**src/rtl/branch_pkg.sv**
```systemverilog
// Shared definitions for the branch-resolution stage: funct3 codes, FSM states, word width.
package branch_pkg;

  localparam int unsigned XLEN = 32;

  localparam logic [2:0] BEQ  = 3'b000;
  localparam logic [2:0] BNE  = 3'b001;
  localparam logic [2:0] BLT  = 3'b100;
  localparam logic [2:0] BGE  = 3'b101;
  localparam logic [2:0] BLTU = 3'b110;
  localparam logic [2:0] BGEU = 3'b111;

  typedef enum logic [1:0] {
    IDLE = 2'd0,
    HI   = 2'd1,
    LO   = 2'd2,
    DONE = 2'd3
  } state_t;

  function automatic logic is_illegal(input logic [2:0] f3);
    return (f3 == 3'b010) || (f3 == 3'b011);
  endfunction

endpackage

```
**src/rtl/comparatorX16.sv**
```systemverilog
// 16-bit magnitude comparator; sign selects two's-complement or unsigned ordering.
module comparatorX16 (
  input  logic [15:0] x,
  input  logic [15:0] y,
  input  logic        sign,
  output logic        greater,
  output logic        less,
  output logic        equal
);

  always_comb begin
    equal = (x == y);
    if (sign) less = ($signed(x) < $signed(y));
    else      less = (x < y);
    greater = !less && !equal;
  end

endmodule

```
**src/rtl/branch_compare_unit.sv**
```systemverilog
// Conditional-branch resolver: one shared 16-bit comparator walks the high half,
// then the low half only when the high halves match.
module branch_compare_unit #(
  parameter int unsigned XLEN = branch_pkg::XLEN
) (
  input  logic            clk,
  input  logic            rst,
  input  logic            flush,
  input  logic            in_valid,
  output logic            in_ready,
  input  logic [XLEN-1:0] rs1,
  input  logic [XLEN-1:0] rs2,
  input  logic [2:0]      funct3,
  input  logic [XLEN-1:0] pc,
  input  logic [XLEN-1:0] imm,
  output logic            out_valid,
  input  logic            out_ready,
  output logic            taken,
  output logic [XLEN-1:0] target,
  output logic            misaligned,
  output logic            illegal
);
  import branch_pkg::*;

  state_t          state;
  logic [XLEN-1:0] rs1_q, rs2_q, pc4_q, pct_q;
  logic [2:0]      f3_q;

  logic [15:0]     cmp_x, cmp_y;
  logic            cmp_sign, cmp_gt, cmp_lt, cmp_eq;
  logic            res_eq, res_taken;
  logic [XLEN-1:0] res_target;
  logic            res_mis;

  assign in_ready = !rst && (state == IDLE);

  always_comb begin
    cmp_x    = (state == LO) ? rs1_q[15:0] : rs1_q[31:16];
    cmp_y    = (state == LO) ? rs2_q[15:0] : rs2_q[31:16];
    cmp_sign = (state == HI) && ((f3_q == BLT) || (f3_q == BGE));
  end

  comparatorX16 u_cmp (
    .x       (cmp_x),
    .y       (cmp_y),
    .sign    (cmp_sign),
    .greater (cmp_gt),
    .less    (cmp_lt),
    .equal   (cmp_eq)
  );

  // Full-word equality is only possible once the low half has been compared;
  // in HI the resolve path is taken only when the high halves already differ.
  always_comb begin
    res_eq = (state == LO) && cmp_eq;
    unique case (f3_q)
      BEQ:        res_taken = res_eq;
      BNE:        res_taken = !res_eq;
      BLT, BLTU:  res_taken = cmp_lt;
      BGE, BGEU:  res_taken = cmp_gt || res_eq;
      default:    res_taken = 1'b0;
    endcase
    res_target = res_taken ? pct_q : pc4_q;
    res_mis    = res_taken && (pct_q[1:0] != 2'b00);
  end

  always_ff @(posedge clk) begin
    if (rst) begin
      state      <= IDLE;
      out_valid  <= 1'b0;
      taken      <= 1'b0;
      target     <= '0;
      misaligned <= 1'b0;
      illegal    <= 1'b0;
      rs1_q      <= '0;
      rs2_q      <= '0;
      pc4_q      <= '0;
      pct_q      <= '0;
      f3_q       <= '0;
    end else if (flush) begin
      state     <= IDLE;
      out_valid <= 1'b0;
    end else begin
      unique case (state)
        IDLE: begin
          if (in_valid) begin
            rs1_q <= rs1;
            rs2_q <= rs2;
            f3_q  <= funct3;
            pc4_q <= pc + 32'd4;
            pct_q <= pc + imm;
            if (is_illegal(funct3)) begin
              state      <= DONE;
              out_valid  <= 1'b1;
              illegal    <= 1'b1;
              taken      <= 1'b0;
              target     <= pc + 32'd4;
              misaligned <= 1'b0;
            end else begin
              state <= HI;
            end
          end
        end
        HI, LO: begin
          if (state == HI && cmp_eq) begin
            state <= LO;
          end else begin
            state      <= DONE;
            out_valid  <= 1'b1;
            illegal    <= 1'b0;
            taken      <= res_taken;
            target     <= res_target;
            misaligned <= res_mis;
          end
        end
        DONE: begin
          if (out_ready) begin
            state     <= IDLE;
            out_valid <= 1'b0;
          end
        end
        default: state <= IDLE;
      endcase
    end
  end

endmodule

```
**config.mk**
```make
export PLATFORM = sky130hd
export DESIGN_NAME = branch_compare_unit
export DESIGN_NICKNAME = d
export VERILOG_FILES = /design/src/rtl/branch_pkg.sv /design/src/rtl/comparatorX16.sv /design/src/rtl/branch_compare_unit.sv
export SDC_FILE = /design/constraint.sdc
export NUM_CORES = 1
export LEC_CHECK = 0
export BUFFER_PORTS_ARGS = -buffer_cell sky130_fd_sc_hd__buf_2
export CAP_MARGIN = 30
export CELL_PAD_IN_SITES_DETAIL_PLACEMENT = 1
export CELL_PAD_IN_SITES_GLOBAL_PLACEMENT = 1
export CORE_MARGIN = 2
export CORE_UTILIZATION = 35
export DETAILED_ROUTE_END_ITERATION = 16
export PLACE_DENSITY = 0.76
export SLEW_MARGIN = 40
export SYNTH_ARGS = -nofsm -noshare
export SYNTH_HDL_FRONTEND = slang
export SYNTH_HIERARCHICAL = 1
export SYNTH_SLANG_ARGS = --single-unit
```
**constraint.sdc**
```tcl
create_clock -name clk -period 4.6 [get_ports clk]
set_input_delay 0.69 -clock clk [delete_from_list [all_inputs] [get_ports clk]]
set_output_delay 0.69 -clock clk [all_outputs]
set_load 0.005 [all_outputs]
```
Word-level counts from Yosys, hierarchy flattened:

Index checks and enable logic that the tools add are counted.

* register bits after elaboration: 169
* latch bits: 0
* memory bits (writable): 0
* memory bits (read-only): 0
* bits of input ports: 136
* output and inout bits: 37
* memories kept: 0

* add/subtract/negate cells: 2
* multiply operators: 0
* div/mod/pow operators: 0
* magnitude comparators: 2
* equal/unequal tests: 15
* shifts and indexed selects: 0
* muxes and demuxes: 27
* bitwise gates (word level): 1
* reductions and logical operators: 25

Operators with widths (number)
* 2-to-1 mux 32 bit: 4
* one-hot mux 32 bit (2 select lines): 1
* adder 32 x 3 -> 32 bit, second input constant: 1
* adder 32 bit: 1
* < comparator 16 bit: 2
* 2-to-1 mux 16 bit: 2
* equality test 16 bit: 1
* equality test 3 bit, second input constant: 4
* 2-to-1 mux 1 bit: 11
* OR reduction 2 bit: 4
* equality test 3 x 2 -> 1 bit, second input constant: 2
* logical AND 1 bit: 6
* 2-to-1 mux 2 bit: 3
* != test 2 bit, second input constant: 3
* one-hot mux 1 bit (2 select lines): 3
* one-hot mux 2 bit (3 select lines): 1
* AND reduction 5 bit: 1
* equality test 2 bit, second input constant: 2
* logical NOT 1 bit: 4
* one-hot mux 1 bit (4 select lines): 1
* AND reduction 4 bit: 1
* nonzero test 2 bit: 2
* equality test 3 x 1 -> 1 bit, second input constant: 1
* logical NOT 3 bit: 1
* 8 further kinds: 10

Depth between registers and ports, before layout:

* depth in word-level cells: 11
* mapped depth: 21
* depth with buffers taken out: 17

Hierarchy:

The synthesis kept the hierarchy.

By module, submodules not included
* branch_compare_unit: times used 1, cells an instance 1153, area an instance 9157.5 sq um, seq. area each 3383.2 sq um
* comparatorX16: times used 1, cells an instance 60, area an instance 442.9 sq um, seq. area each 0.0 sq um

Least setup slack after synthesis:

Ideal clock, no wire load.

* path type: flip-flop to flip-flop
* from: register state[0]
* to: register target[2]
* library setup time: 65 ps
* arrival time: 4270 ps
* slack: 265 ps
* cell stages (with the launch flop): 20
* path buffers: 4
* clock period less this slack: 4335 ps
* cells stage by stage: dfxtp_1 -> inv_1 -> ha_1 -> clkbuf_1 -> clkbuf_1 -> mux2_2 -> ha_1 -> nor2b_1 -> o211ai_1 -> a2111oi_2 -> nor3_1 -> or3_1 -> o211ai_1 -> o31a_1 -> buf_2 -> clkbuf_1 -> nand2_1 -> a311oi_1 -> a21oi_1 -> nor2_1

* word-level cells in the longest chain between the ends: 11
* elaborated cells between the ends (all ways): 27

RTL lines
* from (decl): line branch_compare_unit.sv:25 `state_t state;`
* from (signal assigned): line branch_compare_unit.sv:69 `state <= IDLE;`
* from (signal assigned): line branch_compare_unit.sv:81 `state <= IDLE;`
* from (signal assigned): line branch_compare_unit.sv:93 `state <= DONE;`
* equality test 2 bit *: line branch_compare_unit.sv:38 `cmp_x = (state == LO) ? rs1_q[15:0] : rs1_q[31:16];`
* 2-to-1 mux 16 bit *: line branch_compare_unit.sv:38
* named net cmp_x[1]: line branch_compare_unit.sv:29 `logic [15:0] cmp_x, cmp_y;`
* < comparator 16 bit (on tied branches): line comparatorX16.sv:14, comparatorX16.sv:13
* 2-to-1 mux 1 bit *: line comparatorX16.sv:13 `if (sign) less = ($signed(x) < $signed(y));`
* named net cmp_lt: line branch_compare_unit.sv:30 `logic cmp_sign, cmp_gt, cmp_lt, cmp_eq;`
* logical NOT 1 bit: line comparatorX16.sv:15 `greater = !less && !equal;`
* logical AND 1 bit: line comparatorX16.sv:15
* logical OR 1 bit: line branch_compare_unit.sv:60 `BGE, BGEU: res_taken = cmp_gt || res_eq;`
* one-hot mux 1 bit (4 select lines) *: line branch_compare_unit.sv:56 `unique case (f3_q)`
* 2-to-1 mux 32 bit *: line branch_compare_unit.sv:63 `res_target = res_taken ? pct_q : pc4_q;`
* 2-to-1 mux 32 bit *: line branch_compare_unit.sv:105 `if (state == HI && cmp_eq) begin`
* one-hot mux 32 bit (2 select lines) *: line branch_compare_unit.sv:84 `unique case (state)`
* to (signal assigned): line branch_compare_unit.sv:97 `target <= pc + 32'd4;`
* to (signal assigned): line branch_compare_unit.sv:112 `target <= res_target;`
* to (decl): line branch_compare_unit.sv:19 `output logic [XLEN-1:0] target,`

The timed path passes the listed nets; every way through them passes the cells marked *. The select of a mux whose other input is x is not followed.
A chain may end at the register's enable or synchronous reset.

Worst setup path after layout:

* from: register state[0]
* to: register target[25]

Same word-level chain as after synthesis.

==> impl_metrics.tcl <==
set metrics [dict create \
    status "finished, final reports clean" \
    grt_pass1_vias 9321 \
    final_cells 1701 \
    clock_latency_ns 0.44 \
    finalSetupTns_ns 0 \
    die_w_um 170 \
    crit_path_cell_trace "inv_1 -> ha_1 -> buf_12 -> mux2_2 -> ha_1 -> nand4_1 -> a2111oi_2 -> nor3_1 -> or3_1 -> o211ai_1 -> o31a_1 -> buf_4 -> buf_4 -> nand2_1 -> and3_1 -> a2111oi_0 -> a31o_1" \
    cp_data_arrival_time_ns 4.67 \
    syn_inst 1213 \
    routed_via_density 5.42 \
    gp_congestion 0.897 \
    drtAntennaViolNets 0 \
    yosysTopAreaCell "dfxtp_1" \
    layout-drive-gt1-share_pct 19.8 \
    dp_slack_ns 0.250 \
    clockRootBuffer "clkbuf_16" \
    clock_skew_ns 0.0191 \
    wl_mm 31.4 \
    drtIter0Drc 423 \
    num_rows 60 \
    ys.flop_type "dfxtp_1" \
    worstMarginPinSlew_ns 0.778 \
    synth_edf_count 0 \
    period_share_pct 93.3 \
    fmax_ghz 0.233 \
    dr.pass1.iters 5 \
    grt.overflow.total 0 \
    antenna_cells 0 \
    cts.sinks 169 \
    clkTransAtPathRegs_ns 0.07 \
    place_inst 1666 \
    netlist_area_sq_um 9600 \
    synth_nets 1404 \
    max_slew_margin_pct 48.2 \
    cts_tree "built" \
    worstSetupPathType "flip-flop to flip-flop" \
    slowest_stage "a2111oi_2" \
    rsz0062_at_grt "false" \
    grt_pass1_wl_mm 49.4 \
    p_leak_nw 4.73 \
    seq_area_frac_synth_pct 35.2 \
    final-hold-violation-count 0 \
    max-cap-violations 0 \
    cts_buffers 17 \
    layout_common_cells "nand2_1 (263), buf_2 (171), dfxtp_1 (169)" \
    hold_buffers 0 \
    fin_ws_ns 0.307 \
    whs_ns 0.451 \
    layout_commonest_cell "nand2_1" \
    initial_utilization_pct 35.6 \
    grt_max_degree 89 \
    nNetsFinal 1538 \
    area_growth_syn_to_layout_pct 18.4 \
    yosys-top-cells-area "dfxtp_1 (35%), nand2_1 (10%), a21oi_1 (7.9%)" \
    synth_warnings 6 \
    dp.final_hpwl_mm 23.2 \
    io_buffers 172 \
    critPathLaunchType "flip-flop" \
    antenna_found_initial 0 \
    hp-class "flip-flop to flip-flop" \
    async_reset_ff_share_pct 0 \
    yosysTopAreaCellShare_pct 35.2 \
    coreArea_sq_um 27000 \
    die_y_um 170 \
    crit_fanout 33 \
    ir_drop_mv 0.316 \
    syn_avg_cell_area_sq_um 7.91 \
    power_mw 3.80 \
    slowest_delay_ns 0.43 \
    setup_viol 0 \
    cts_buffer_depth 2 \
    routedWlPerCell_um 18.5 \
    dieArea_sq_um 28800 \
    grt_use_total_pct 21.7 \
    synth.distinct_cells 61 \
    htreeDepth 4 \
    fin_crit_ns 4.29 \
    power_density_nw_per_um2 334 \
    report.final.slew_viol_count 0 \
    num_io_pins 173 \
    drc_errors 0 \
    fillers 3334 \
    synth-seq-cells 169 \
    required_ns 4.98 \
    end_kind "flip-flop" \
    num_vias 9223 \
]
[worst paths after layout]
| path | end | from | depth (start not counted) | slack [ns] |
|---|---|---|---|---|
| setup reg to reg | target[25] | state[0] | 17 | 0.31 |
| setup / recovery | target[25] | state[0] | 17 | 0.31 |
| hold / removal | misaligned | misaligned | 2 | 0.45 |
| hold reg to reg | misaligned | misaligned | 2 | 0.45 |
[final cells by class]
class	count	area, sq um	share of cell area [%]
multi-input cells	940	5840	51.4
flip-flops and latches	169	3380	29.8
repair buffers	189	1040	9.16
clock buffers	18	439	3.86
well taps	341	427	3.75
clock inverters	14	126	1.11
inverters	30	113	0.990
[synth_stat cells, types with 4 or more instances]
cell type,number
inv_1,29
buf_2,4
a21o_1,23
o21ai_1,9
nor2_1,80
nand2_1,263
ha_1,54
and3_1,17
mux2_2,33
a31oi_1,4
nand4_1,18
nor2b_1,6
xnor2_1,29
a311oi_1,5
nor4_1,10
and4_1,4
clkbuf_1,68
dfxtp_1,169
a21oi_1,151
mux2i_1,52
a211oi_1,31
xor2_1,22
nand3_1,34
a211o_1,5
nor3_1,11
o211ai_1,10
or3_1,6
o21ai_0,15
[critical path: cells and delay by family, from the launching register on]
| family | cells | cell delay, ns |
|---|---|---|
| adders and majority gates | 2 | 0.52 |
| muxes | 1 | 0.37 |
| buffers and inverters | 4 | 0.59 |
| DFF | 1 | 0.36 |
| and+or+nand+nor | 5 | 0.92 |
| AOI/OAI and AO/OA | 5 | 1.46 |
[cell families (layout without fill, tap and decap cells)]
family,after synthesis,count (layout),synth area share [%]
AO/OA/AOI/OAI,284,284,18.3
flip-flops,169,169,35.2
multiplexers,85,85,9.29
adder cells (fa/ha/maj),55,55,7.25
AND/OR/NAND/NOR,465,465,21.1
XOR/XNOR,51,51,4.65
buffers and inverters,104,251,4.12
[flip-flops by register name (all words and copies together), names as in the netlist]
| register | count |
|---|---|
| pc4_q | 32 |
| pct_q | 32 |
| rs1_q | 32 |
| rs2_q | 32 |
| target | 32 |
| f3_q | 3 |
| state | 2 |
| illegal | 1 |
| misaligned | 1 |
| out_valid | 1 |
| taken | 1 |
[metrics by stage]
stage,area (sq um),util (%)
6_report,11400,42.2
5_1_grt,11400,42.2
4_1_cts,11300,42.1
3_5_place_dp,10800,40.0
3_3_place_gp,10800,40.0
2_1_floorplan,9600,-
[repair_timing]
item | CTS | global route
setup buffers | 0 | 3
gates resized for setup | 0 | 0
endpoints found under the setup margin | 0 | 9
[routing by layer]
metal / GRT usage, % / part of all wire (%) / vias to the layer above
met5: 0 / 0 / -
met4: 5.54 / 1.4 / 0
met3: 3.13 / 3.6 / 30
met2: 38.0 / 49 / 189
met1: 28.0 / 46 / 4484
li1: - / - / 4520
[power breakdown]
part           switching, mW  internal [mW]  total [mW]
registers             0.0517           1.55        1.60
clock network          0.682          0.729        1.41
logic                  0.471          0.317       0.788
No activity file was read; power rests on OpenSTA's default activity.
